===== config.mk =====
export PLATFORM = sky130hd
export DESIGN_NAME = wb_stage
export DESIGN_NICKNAME = d
export VERILOG_FILES = /design/src/rtl/wb_stage_pkg.sv /design/src/rtl/wb_stage_skid_fifo.sv /design/src/rtl/wb_stage.sv
export SDC_FILE = /design/constraint.sdc
export NUM_CORES = 1
export LEC_CHECK = 0
export ABC_CLOCK_PERIOD_IN_PS = 7900
export BUFFER_PORTS_ARGS = -buffer_cell sky130_fd_sc_hd__buf_4
export CORE_MARGIN = 8
export CORE_UTILIZATION = 45
export CTS_CLUSTER_SIZE = 14
export DETAILED_ROUTE_END_ITERATION = 16
export PLACE_DENSITY_LB_ADDON = 0.08
export SLEW_MARGIN = 20
export SYNTH_ARGS = -nofsm -noshare
export SYNTH_HDL_FRONTEND = slang
export SYNTH_HIERARCHICAL = 1
export SYNTH_SLANG_ARGS = --single-unit

===== constraint.sdc =====
create_clock -name clk -period 7.9 [get_ports clk]
set_input_delay 0.395 -clock clk [delete_from_list [all_inputs] [get_ports clk]]
set_output_delay 0.395 -clock clk [all_outputs]
set_load 0.01 [all_outputs]

===== src/rtl/wb_stage_pkg.sv =====
// Shared types and constants for the RV32I writeback stage.
// Holds the writeback-select and load funct3 codes, the skid FIFO entry layout and the load extractor.
package wb_stage_pkg;

   localparam int unsigned XLEN_P    = 32;
   localparam int unsigned RADDR_W_P = 5;
   localparam int unsigned DEPTH_P   = 2;

   typedef enum logic [1:0] {
      WB_SEL_ALU  = 2'b00,
      WB_SEL_LOAD = 2'b01,
      WB_SEL_PC4  = 2'b10,
      WB_SEL_RSVD = 2'b11
   } wb_sel_e;

   typedef enum logic [2:0] {
      F3_LB  = 3'b000,
      F3_LH  = 3'b001,
      F3_LW  = 3'b010,
      F3_LBU = 3'b100,
      F3_LHU = 3'b101
   } load_f3_e;

   typedef struct packed {
      logic                 wr;
      logic [RADDR_W_P-1:0] rd;
      logic [XLEN_P-1:0]    data;
   } wb_item_t;

   // Byte/half selection from the low address bits; unsupported funct3 codes yield zero.
   function automatic logic [XLEN_P-1:0] load_extract(input logic [2:0] funct3,
                                                      input logic [1:0] off,
                                                      input logic [XLEN_P-1:0] word);
      logic [7:0]  b;
      logic [15:0] h;
      b = 8'(word >> {off, 3'b000});
      h = off[1] ? word[31:16] : word[15:0];
      case (funct3)
         F3_LB:   load_extract = {{24{b[7]}}, b};
         F3_LBU:  load_extract = {24'h0, b};
         F3_LH:   load_extract = {{16{h[15]}}, h};
         F3_LHU:  load_extract = {16'h0, h};
         F3_LW:   load_extract = word;
         default: load_extract = '0;
      endcase
   endfunction

endpackage


===== src/rtl/wb_stage_skid_fifo.sv =====
// Two-entry skid FIFO of writeback results, with per-entry taps for hazard comparison.
// Push is ignored when full (unless popping), pop is ignored when empty.
module wb_skid_fifo
   import wb_stage_pkg::*;
(
   input  logic                              clk,
   input  logic                              rst,
   input  logic                              push,
   input  logic                              pop,
   input  wb_item_t                          din,
   output logic                              full,
   output logic                              empty,
   output wb_item_t                          head,
   output logic [DEPTH_P-1:0]                ent_valid,
   output logic [DEPTH_P-1:0][RADDR_W_P-1:0] ent_rd,
   output logic [DEPTH_P-1:0]                ent_wr
);

   wb_item_t   mem [DEPTH_P];
   logic       rd_ptr;
   logic       wr_ptr;
   logic [1:0] count;
   logic       do_push;
   logic       do_pop;

   assign full    = (count == 2'd2);
   assign empty   = (count == 2'd0);
   assign do_pop  = pop && !empty;
   assign do_push = push && (!full || do_pop);
   assign head    = mem[rd_ptr];

   always_ff @(posedge clk or posedge rst) begin
      if (rst) begin
         for (int unsigned i = 0; i < DEPTH_P; i++) mem[i] <= '0;
         rd_ptr <= 1'b0;
         wr_ptr <= 1'b0;
         count  <= '0;
      end else begin
         if (do_push) begin
            mem[wr_ptr] <= din;
            wr_ptr      <= ~wr_ptr;
         end
         if (do_pop) rd_ptr <= ~rd_ptr;
         count <= count + {1'b0, do_push} - {1'b0, do_pop};
      end
   end

   always_comb begin
      ent_valid = '0;
      ent_rd    = '0;
      ent_wr    = '0;
      for (int unsigned i = 0; i < DEPTH_P; i++) begin
         ent_valid[i] = (count == 2'd2) || (count == 2'd1 && rd_ptr == 1'(i));
         ent_rd[i]    = mem[i].rd;
         ent_wr[i]    = mem[i].wr;
      end
   end

endmodule


===== src/rtl/wb_stage.sv =====
// Writeback stage: load extraction, writeback mux, 2-entry skid FIFO and registered RF write port.
// Also flags pending-write hazards for decode and counts retired instructions.
module wb_stage
   import wb_stage_pkg::*;
#(
   parameter int unsigned XLEN    = 32,
   parameter int unsigned RADDR_W = 5,
   parameter int unsigned DEPTH   = 2
) (
   input  logic               clk,
   input  logic               rst,
   input  logic               i_valid,
   output logic               o_ready,
   input  logic               i_reg_wr,
   input  logic [RADDR_W-1:0] i_rd,
   input  logic [1:0]         i_wb_sel,
   input  logic [2:0]         i_funct3,
   input  logic [XLEN-1:0]    i_alu_result,
   input  logic [XLEN-1:0]    i_load_data,
   input  logic [XLEN-1:0]    i_pc,
   input  logic               i_hold,
   input  logic [RADDR_W-1:0] i_rs1,
   input  logic [RADDR_W-1:0] i_rs2,
   output logic               o_rf_wr,
   output logic [RADDR_W-1:0] o_rf_rd,
   output logic [XLEN-1:0]    o_rf_wdata,
   output logic               o_hazard,
   output logic [63:0]        o_instret
);

   wb_item_t                          new_item;
   wb_item_t                          head;
   wb_item_t                          ret_item;
   logic                              full;
   logic                              empty;
   logic                              accept;
   logic                              retire;
   logic                              push;
   logic                              pop;
   logic [DEPTH_P-1:0]                ent_valid;
   logic [DEPTH_P-1:0][RADDR_W_P-1:0] ent_rd;
   logic [DEPTH_P-1:0]                ent_wr;

   always_comb begin
      new_item    = '0;
      new_item.wr = i_reg_wr;
      new_item.rd = i_rd;
      case (wb_sel_e'(i_wb_sel))
         WB_SEL_ALU:  new_item.data = i_alu_result;
         WB_SEL_LOAD: new_item.data = load_extract(i_funct3, i_alu_result[1:0], i_load_data);
         WB_SEL_PC4:  new_item.data = i_pc + 32'd4;
         default:     new_item.data = '0;
      endcase
   end

   assign o_ready = !full;
   assign accept  = i_valid && o_ready;
   assign retire  = !i_hold && (!empty || accept);
   // An accept into an empty FIFO that retires on the same edge bypasses storage entirely.
   assign pop      = retire && !empty;
   assign push     = accept && !(retire && empty);
   assign ret_item = empty ? new_item : head;

   wb_skid_fifo u_fifo (
      .clk       (clk),
      .rst       (rst),
      .push      (push),
      .pop       (pop),
      .din       (new_item),
      .full      (full),
      .empty     (empty),
      .head      (head),
      .ent_valid (ent_valid),
      .ent_rd    (ent_rd),
      .ent_wr    (ent_wr)
   );

   always_ff @(posedge clk or posedge rst) begin
      if (rst) begin
         o_rf_wr    <= 1'b0;
         o_rf_rd    <= '0;
         o_rf_wdata <= '0;
         o_instret  <= '0;
      end else if (retire) begin
         o_rf_wr    <= ret_item.wr && (ret_item.rd != '0);
         o_rf_rd    <= ret_item.rd;
         o_rf_wdata <= ret_item.data;
         o_instret  <= o_instret + 64'd1;
      end else begin
         o_rf_wr    <= 1'b0;
      end
   end

   always_comb begin
      o_hazard = 1'b0;
      for (int unsigned i = 0; i < DEPTH_P; i++) begin
         if (ent_valid[i] && ent_wr[i] && ent_rd[i] != '0 &&
             (ent_rd[i] == i_rs1 || ent_rd[i] == i_rs2))
            o_hazard = 1'b1;
      end
      if (o_rf_wr && (o_rf_rd == i_rs1 || o_rf_rd == i_rs2))
         o_hazard = 1'b1;
   end

endmodule

==> metrics.md, run 1 <==
| Metric | Value |
|---|---|
| Status | finished, final reports clean |
| DIE AREA | approximately 28000 sq um |
| Initial antenna violation count | 0 |
| Num rows | 55 |
| DRT antenna net count | 0 |
| DRC | 0 |
| Layout Nets | 1308 |
| Hold Crit Class | in -> async |
| CTS sink cnt | between 150 and 200 |
| Worst-path clk slew | 70 ps |
| Slew HR | a little over a quarter |
| Number of global-route vias before repair | 8801 |
| GRT Util Overall | about a fifth |
| Final period util | roughly 44% |
| Vias per cell | approximately 5.7 |
| Pin count of the biggest net entering global routing | just over 80 |
| First-pass GRT wire length | between 40000 and 50000 um |
| Maximum fanout along the worst path | 38 |
| Dominant synthesized flop cell | dfrtp_1 |
| Async SR Flop Fraction | 100.0% |
| Switching power | 1.300 mW |
| Post_cts resized | 0 |
| Most frequent cells in the layout | buf_4, dfrtp_1, mux2_2, nand2_1, xnor2_1 |
| CTS tree | done |
| Most common cell after layout, fill and taps aside | buf_4 |
| #FFs+latches synth | around 180 |
| Setup TNS | 0 ps |
| Seq/Total Area, Yosys | a little over two fifths |
| Final max-slew violation count | 0 |
| PD cells | 292.1 nW/um^2 |
| Cells after Synth | between 900 and 1k |
| CP peak stage delay | around 800 ps |
| Sw frac | about a third |
| Critical Path RT | between 8000 and 9000 ps |
| Core Box Area | between 20000 and 25000 sq um |
| Number of buffers created by CTS | 17 |
| Flop pwr share | between 30 and 40% |
| CP arrival | about 3800 ps |
| Non-Filler Instances | between 1k and 1.5k |
| IO Pins | 225 |
| Clk network pwr share | a little over a fifth |
| Skew final | roughly 13 ps |
| Final WS setup | approximately 4500 ps |
| Critical path's slowest cell | nor2_4 |
| DRT Wirelength | 30070 um |
| Clock Latency Late Sink | between 400 and 500 ps |
| Clock Root Buffer | clkbuf_16 |
| Drt pass-1 iters | 7 |
| Layout cell share with drive strength beyond 1 | between 30% and 40% |
| Worst Tran Pin Value | 1104 ps |
| Via count | between 8k and 9k |
| Synth cell types | 70 |
| Placement Cell Area | 12200 sq um |
| Fin crit period | between 3000 and 4000 ps |
| Peak supply drop | ~0.00018 V |
| Kind of critical path | reg -> reg |
| Pre-CTS WS | ~4500 ps |
| Internal | between 2 and 2.5 mW |
| Wire per inst | ~20 um |
| Leak Pwr | approximately 5.9 nW |
| Starting density of the core | between 40% and 50% |
| Number of synthesized flops with an enable pin | 0 |
| Antenna Cells | 0 |
| Dpl hpwl | 22700 um |
| Final Power | around 3.7 mW |
| Post-CTS setup buffers | 0 |
| Die Span Y | ~170 um |
| Placed insts | 1449 |
| Critical-path cell list | nor2_4 > nor2_1 > or3b_1 > nand3b_1 > buf_4 > mux2_2 |
| Max cap viols | 0 |
| Final instance area | 12780 sq um |
| Final setup violation count | 0 |
| Synthesized area | ~10000 sq um |
| RSZ-0062 raised after global routing | false |
| Comb power frac | approximately two fifths |
| Post-CTS Hold Fix Bufs | 0 |
| Gr ovfl total | 0 |
| Post-synth net total | ~1.1k |
| Final-report hold violation count | 0 |
| GP Congestion | around 0.88 |
| H-tree levels | 4 |
| Reg2reg setup slack | around 4500 ps |
| Area growth, synth to finish | 22.47% |
| CP Capture Type | register |
| Final-layout fill cell count | roughly 2.1k |
| CTS max path bufs | 2 |
| Startpoint class of the critical path | register |
| Number of DRC markers in iteration 0 | approximately 570 |
| Die width | roughly 170 um |
| Syn_area_per_cell | 10.47 sq um |
| YS warnings | 6 |
| Fmax | between 0.2 and 0.3 GHz |
| Port Buffer Count | 224 |
[final cells by class]
cell class / count / area [sq um] / share of cell area, %
multi-input cells: 732 / 5485 / 42.92
repair buffers: 230 / 1730 / 13.54
inverters: 20 / 78.83 / 0.6168
flip-flops and latches: 182 / 4554 / 35.64
well taps: 285 / 356.6 / 2.790
clock inverters: 13 / 131.4 / 1.028
clock buffers: 19 / 442.9 / 3.466
[synthesized netlist by cell type (6+ instances only)]
cell type	number	area share (%)
and3_1	11	0.66
nand2b_1	9	0.54
dfrtp_1	182	44
and4_1	11	0.92
a221oi_1	10	0.84
mux2i_1	12	1.2
xor2_1	48	4.0
nand3_1	50	2.4
or4_1	7	0.50
buf_2	6	0.29
a31oi_1	12	0.72
nor4_1	8	0.48
nand4_1	21	1.3
nand2_1	85	3.1
a21oi_1	26	1.2
buf_4	16	1.2
clkbuf_1	31	1.1
nor2b_1	6	0.36
mux2_4	20	2.9
o21ai_0	36	1.7
or3_1	6	0.36
a22oi_1	10	0.72
mux2_2	103	11
a222oi_1	7	0.67
o22ai_1	7	0.42
buf_1	6	0.22
xnor2_1	72	6.0
nor3_1	19	0.91
nor2_1	50	1.8
inv_1	20	0.72
a21o_1	12	0.86
[metal layers]
layer	global-route usage, %	vias to the layer above	wire length [um]
met1	27.66	4095	13460
met2	33.96	272	13890
met5	0	-	0
met3	6.478	41	2052
li1	-	3965	-
met4	6.444	0	669
[critical path, delay by kind of cell, from the launching register on]
family	cells	cell delay (ps)
and+or+nand+nor	4	1980
DFF	1	450
buffers and inverters	1	480
muxes	1	400
[path summary, 6_finish.rpt]
kind	from	end	cells after the start
min in group clk	i_rd[3]	u_fifo/ent_rd[8]	2
min reg2reg	o_instret[63]	o_instret[63]	1
max reg2reg	u_fifo/count[1]	u_fifo/mem[54]	6
max	u_fifo/count[1]	u_fifo/mem[54]	6
min	rst	o_rf_wdata[23]	2
max in group asynchronous	rst	o_instret[37]	3
[kinds of logic after synthesis]
| group | Yosys count | share of synthesized area [%] |
|---|---|---|
| and+or+nand+nor | 313 | 16.04 |
| DFF | 182 | 43.65 |
| AOI/OAI and AO/OA | 159 | 10.48 |
| muxes | 136 | 15.36 |
| xor gates and xnor gates | 120 | 10.07 |
| buffers and inverters | 83 | 3.921 |
| adders and majority gates | 4 | 0.4796 |
[through the flow]
step	utilization [%]	hold slack (ps)
6_report	56.28	62.27
5_1_grt	56.28	106.8
4_1_cts	56.26	85.40
3_5_place_dp	53.73	468.5
3_3_place_gp	53.72	462.7
2_1_floorplan	-	460.1
[power by group through the flow]
stage / Combinational (mW) / Clock, mW / Sequential [mW]
after global placement: 1.43 / 0 / 1.47
after floorplan: 1.04 / 0 / 1.44
after detailed placement: 1.46 / 0 / 1.48
after CTS: 1.46 / 0.842 / 1.47
final: 1.44 / 0.822 / 1.47
after global routing: 1.58 / 0.880 / 1.51
[flip-flops by register name, indices dropped and copies added, names as in the netlist]
register	flops
u_fifo/mem	64
u_fifo/count	2
o_instret	64
o_rf_rd	5
u_fifo/ent_wr	2
u_fifo/ent_rd	10
u_fifo/rd_ptr	1
u_fifo/wr_ptr	1
o_rf_wr	1
o_rf_wdata	32
Note: power is estimated with default switching activity, not from simulation.
==> run 2, diff against run 1 <==
- ABC_CLOCK_PERIOD_IN_PS: 7900 -> 3400
- clock period: 7.9 -> 3.4 ns (I/O delays scaled with it)
==> run 2 against run 1 <==
Register-to-register slack got worse by 3700 ps. Non-clock buffer count increased by 20. Count of clock-buffer cells in the layout decreased by 2. Largest power group unchanged. Die area unchanged.
==> metrics.md, run 2 (same netlist as run 1, synthesis figures left out) <==
| Metric | Value |
|---|---|
| Status | finished, final reports clean |
| Critical path's slowest cell | nor4_2 |
| Final max-slew violation count | 0 |
| Worst-path clk slew | approximately 70 ps |
| Final-report hold violation count | 0 |
| Non-Filler Instances | ~1.5k |
| Most common cell after layout, fill and taps aside | buf_4 |
| CP peak stage delay | about 530 ps |
| Wire per inst | roughly 21 um |
| Area growth, synth to finish | 24.33% |
| Initial antenna violation count | 0 |
| Critical-path cell list | or2b_1 > inv_1 > nand2b_1 > a211oi_2 > nand4_1 > nor4_2 > and3_1 > xor2_1 |
| Setup TNS | 0 ps |
| DRT antenna net count | 0 |
| Placed insts | 1463 |
| Startpoint class of the critical path | register |
| Final period util | between 70% and 80% |
| Clock Root Buffer | clkbuf_16 |
| Starting density of the core | 45.95% |
| PD cells | between 600 and 700 nW/um^2 |
| H-tree levels | 4 |
| IO Pins | between 200 and 250 |
| Biggest regs | o_instret: 64 flops, u_fifo/mem: 64 flops, o_rf_wdata: 32 flops |
| Core Box Area | approximately 23000 sq um |
| CTS sink cnt | between 150 and 200 |
| Leak Pwr | 6.055 nW |
| Metal2 WL | around 14000 um |
| Dpl hpwl | 23430 um |
| Number of DRC markers in iteration 0 | between 600 and 700 |
| Final-layout fill cell count | around 2.1k |
| Kind of critical path | reg -> reg |
| Max cap viols | 0 |
| Post_cts resized | 0 |
| Peak supply drop | about 0.00033 V |
| Layout cell share with drive strength beyond 1 | between 30% and 40% |
| CTS tree | done |
| Fin crit period | ~2700 ps |
| CTS max path bufs | 2 |
| Via count | 8489 |
| DRT Wirelength | ~31000 um |
| Antenna Cells | 0 |
| Vias per cell | ~5.7 |
| Met3 WL | about 2300 um |
| Drt pass-1 iters | 5 |
| DRC | 0 |
| CP Capture Type | register |
| Pin count of the biggest net entering global routing | 49 |
| Skew final | between 10 and 15 ps |
| Die Span Y | 168.3 um |
| GP Congestion | just under 1 |
| First-pass GRT wire length | ~50000 um |
| M1 WL | 14050 um |
| Clock Latency Late Sink | approximately 440 ps |
| Hold Crit Class | in -> reg |
| DIE AREA | approximately 28000 sq um |
| Die width | approximately 170 um |
| Max Used Layer | met4 |
| Layout Nets | approximately 1.3k |
| Port Buffer Count | between 200 and 250 |
| Critical Path RT | about 3800 ps |
| CP arrival | slightly above 3000 ps |
| Number of global-route vias before repair | 8972 |
| Final setup violation count | 0 |
| RSZ-0062 raised after global routing | false |
| Most frequent cells in the layout | buf_4, dfrtp_1, mux2_2, nand2_1, xnor2_1 |
| Slew HR | roughly 47% |
| Number of buffers created by CTS | 17 |
| Num rows | between 50 and 60 |
| Reg2reg setup slack | 730 ps |
| Gr ovfl total | 0 |
| Fmax | roughly 0.37 GHz |
| Maximum fanout along the worst path | 6 |
| Worst Tran Pin Value | 791.4 ps |
| GRT Util Overall | approximately 22% |
## run 2: report_power, final
part           internal, mW  switching (mW)
Combinational          1.84            1.56
Sequential             2.86           0.551
Clock                  1.12           0.920
Total                  5.82            3.04
## run 2: path summary, 6_finish.rpt
kind,to,cells past startpoint,startpoint
min,u_fifo/ent_rd[0],2,i_rd[0]
max reg2reg,o_instret[50],8,u_fifo/count[1]
min in group asynchronous,o_rf_wdata[22],3,rst
max,o_instret[50],8,u_fifo/count[1]
max in group asynchronous,o_rf_wr,4,rst
min reg2reg,o_instret[63],1,o_instret[63]
## run 2: per-layer routing
layer  up-vias  GRT usage (%)
met5         -              0
li1       4005              -
met4         0          6.716
met1      4113          29.07
met2       333          34.73
met3        38          6.104
## run 2: layout make-up
| class | count | area, sq um | area share, % |
|---|---|---|---|
| Timing Repair Buffer | 250 | 1892 | 14.58 |
| Inverter | 20 | 78.83 | 0.6076 |
| Tap cell | 285 | 356.6 | 2.749 |
| Sequential cell | 182 | 4554 | 35.10 |
| Clock buffer | 17 | 425.4 | 3.279 |
| Multi-Input combinational cell | 732 | 5487 | 42.29 |
| Clock inverter | 15 | 180.2 | 1.389 |
## run 2: through the flow
stage | util (%) | total power, mW | cell area (sq um) | hold slack [ps] | setup WS, ps
floorplan | - | 5.751 | 10440 | 320.4 | 554.5
global placement | 54.18 | 6.821 | 12300 | 321.2 | 787.4
detailed placement | 54.18 | 6.874 | 12300 | 321.9 | 690.7
CTS | 57.11 | 8.940 | 12970 | 0.3526 | 662.6
global route | 57.13 | 9.402 | 12970 | 15.00 | 494.2
finish | 57.13 | 8.855 | 12970 | 21.73 | 726.7
## run 2: timing repair
| item | 4_1_cts | 5_1_grt |
|---|---|---|
| hold buffers | 6 | 0 |
| buffers inserted | 0 | 0 |
| endpoints found under the hold margin | 94 | 0 |
## run 2: critical path: cells and delay by family, from the launching register on
family	cells	cell delay, ps
AO/OA/AOI/OAI	1	420
XOR/XNOR	1	160
buffers and inverters	1	50
flip-flops	1	450
AND/OR/NAND/NOR	5	1520
==> run 3, diff against run 2 <==
- ABC_CLOCK_PERIOD_IN_PS: 3400 -> 2700
- clock period: 3.4 -> 2.7 ns (I/O delays scaled with it)
==> run 3 against run 2 <==
Non-clock buffer count increased by 22. Sequential cell count unchanged. Power increased by 25%. Largest cell class unchanged. Hold slack improved by 14 ps. Cell count increased by 1.5%.
==> metrics.md, run 3 (same netlist as run 1, synthesis figures left out) <==
| Metric | Value |
|---|---|
| Max cap viols | 0 |
| Biggest regs | o_instret: 64 flops, u_fifo/mem: 64 flops, o_rf_wdata: 32 flops |
| Maximum fanout along the worst path | 6 |
| Pre-CTS WS | around 240 ps |
| Number of DRC markers in iteration 0 | 556 |
| GP Congestion | 0.9641 |
| Die width | approximately 170 um |
| H-tree levels | 4 |
| Reg-to-Reg End | o_instret[50] |
| Gr ovfl total | 0 |
| RSZ-0062 raised after global routing | false |
| Critical path's slowest cell | nor4_2 |
| Final setup violation count | 0 |
| Startpoint class of the critical path | register |
| Final period util | roughly 92% |
| First-pass GRT wire length | 48290 um |
| Port Buffer Count | between 200 and 250 |
| Final WS setup | 211.7 ps |
| Worst Tran Pin Value | about 740 ps |
| Area growth, synth to finish | 26.23% |
| Number of global-route vias before repair | a little under 9k |
| Kind of critical path | reg -> reg |
| Most common cell after layout, fill and taps aside | buf_4 |
| Critical path's top delay family | simple AND/OR/NAND/NOR gates |
| Setup TNS | 0 ps |
| Reg2reg setup slack | about 210 ps |
| Initial antenna violation count | 0 |
| Skew final | roughly 11 ps |
| Placement Cell Area | around 13000 sq um |
| PD cells | 843.2 nW/um^2 |
| Non-Filler Instances | 1523 |
| Wire per inst | around 20 um |
| Dpl hpwl | 23290 um |
| Clock Latency Late Sink | between 400 and 500 ps |
| Fin util | around three fifths |
| Placed insts | roughly 1.5k |
| Critical Path RT | 3060 ps |
| DRT antenna net count | 0 |
| CTS sink cnt | 182 |
| CP Capture Type | register |
| CP peak stage delay | between 500 and 600 ps |
| Worst-path clk slew | 80 ps |
| Reg area | 4554 sq um |
| Num rows | 55 |
| Critical-path cell list | and4_1 > and4_1 > nand4_1 > nor4_2 > and3_1 > xor2_1 |
| Antenna Cells | 0 |
| IO Pins | about 230 |
| Most frequent cells in the layout | buf_4, dfrtp_1, mux2_2, nand2_1, xnor2_1 |
| RR Startpoint | o_instret[9] |
| Final-layout fill cell count | just over 2k |
| Peak supply drop | between 0.0004 and 0.0005 V |
| R2R depth | 6 |
| Stages on the worst setup path | 6 |
| Layout cell share with drive strength beyond 1 | a little over a third |
| Crit path from | o_instret[9] |
| Leak Pwr | approximately 6.2 nW |
| Number of buffers created by CTS | 17 |
| DIE AREA | 28320 sq um |
| Final hold slack | 36.22 ps |
| Fmax | about 0.40 GHz |
| DRT Wirelength | ~30000 um |
| DRC | 0 |
| Die Span Y | about 170 um |
| Layout Nets | approximately 1.4k |
| Final-report hold violation count | 0 |
| Drt pass-1 iters | 5 |
| CTS max path bufs | 2 |
| Slew HR | between 50% and 60% |
| Core Box Area | between 20000 and 25000 sq um |
| Crit path capture | o_instret[50] |
| Final Power | 11.11 mW |
| Pin count of the biggest net entering global routing | 52 |
| Fin crit period | 2488 ps |
| GRT Util Overall | between 20% and 30% |
| CTS tree | done |
| Hold Crit Class | in -> reg |
| Final max-slew violation count | 0 |
| Via count | about 8.5k |
| Clock Root Buffer | clkbuf_16 |
| Starting density of the core | ~46% |
| Vias per cell | about 5.6 |
| CP arrival | ~2800 ps |
| Final instance area | 13170 sq um |
| Multi-input logic area | 5483 sq um |
| Crit path buf inv count | 0 |
| Cell mode on critical path | and4_1 |
| Status | finished, final reports clean |
-- run 3: cell types whose count changed in the layout (fill, tap and decap cells not counted), sizes merged --
cell / previous run / this run
buf: 244 / 265
inv: 28 / 25
bufinv: 2 / 0
clkbuf: 17 / 19
clkinv: 5 / 7
clkinvlp: 0 / 1
dlygate4sd3: 6 / 7
-- run 3: worst min-delay path by stage --
stage,endpoint,start,slack [ps],depth (start not counted)
floorplan,u_fifo/ent_rd[4],i_rd[4],290,1
global placement,u_fifo/count[0],rst,240,2
detailed placement,u_fifo/count[0],rst,230,2
CTS,o_rf_wdata[22],i_pc[22],20,4
global route,o_rf_wdata[26],i_pc[26],50,4
finish,o_rf_wdata[22],i_pc[22],40,4
-- run 3: worst reg2reg max path, cell delays in order (launching register included) --
cell and delay (ps):
dfrtp_1 440, and4_1 270, and4_1 390, nand4_1 340, nor4_2 550, and3_1 260
xor2_1 160
-- run 3: area by class of cell --
| class | count | share of cell area, % |
|---|---|---|
| Multi-Input combinational cell | 732 | 41.62 |
| Timing Repair Buffer | 272 | 16.11 |
| Tap cell | 285 | 2.707 |
| Sequential cell | 182 | 34.57 |
| Clock inverter | 13 | 1.016 |
| Inverter | 20 | 0.6079 |
| Clock buffer | 19 | 3.362 |
-- run 3: where the power goes --
| group | leakage (nW) | internal (mW) | switching [mW] |
|---|---|---|---|
| sequential | 2.33 | 3.60 | 0.666 |
| clock | 0.285 | 1.26 | 1.17 |
| combinational | 3.55 | 2.43 | 1.99 |
| total | 6.16 | 7.29 | 3.82 |
-- run 3: timing repair --
| item | 4_1_cts | 5_1_grt |
|---|---|---|
| hold endpoints to repair | 72 | 0 |
| setup buffers | 0 | 0 |
| hold buffers | 7 | 0 |
| gates resized for setup | 0 | 0 |
-- run 3: routing by layer --
metal	share of wire, %	global-route usage (%)	wire [um]
met3	7.3	6.244	2224
met2	46	34.20	14050
met5	0	0	0
met1	44	27.67	13430
met4	2.0	6.949	614
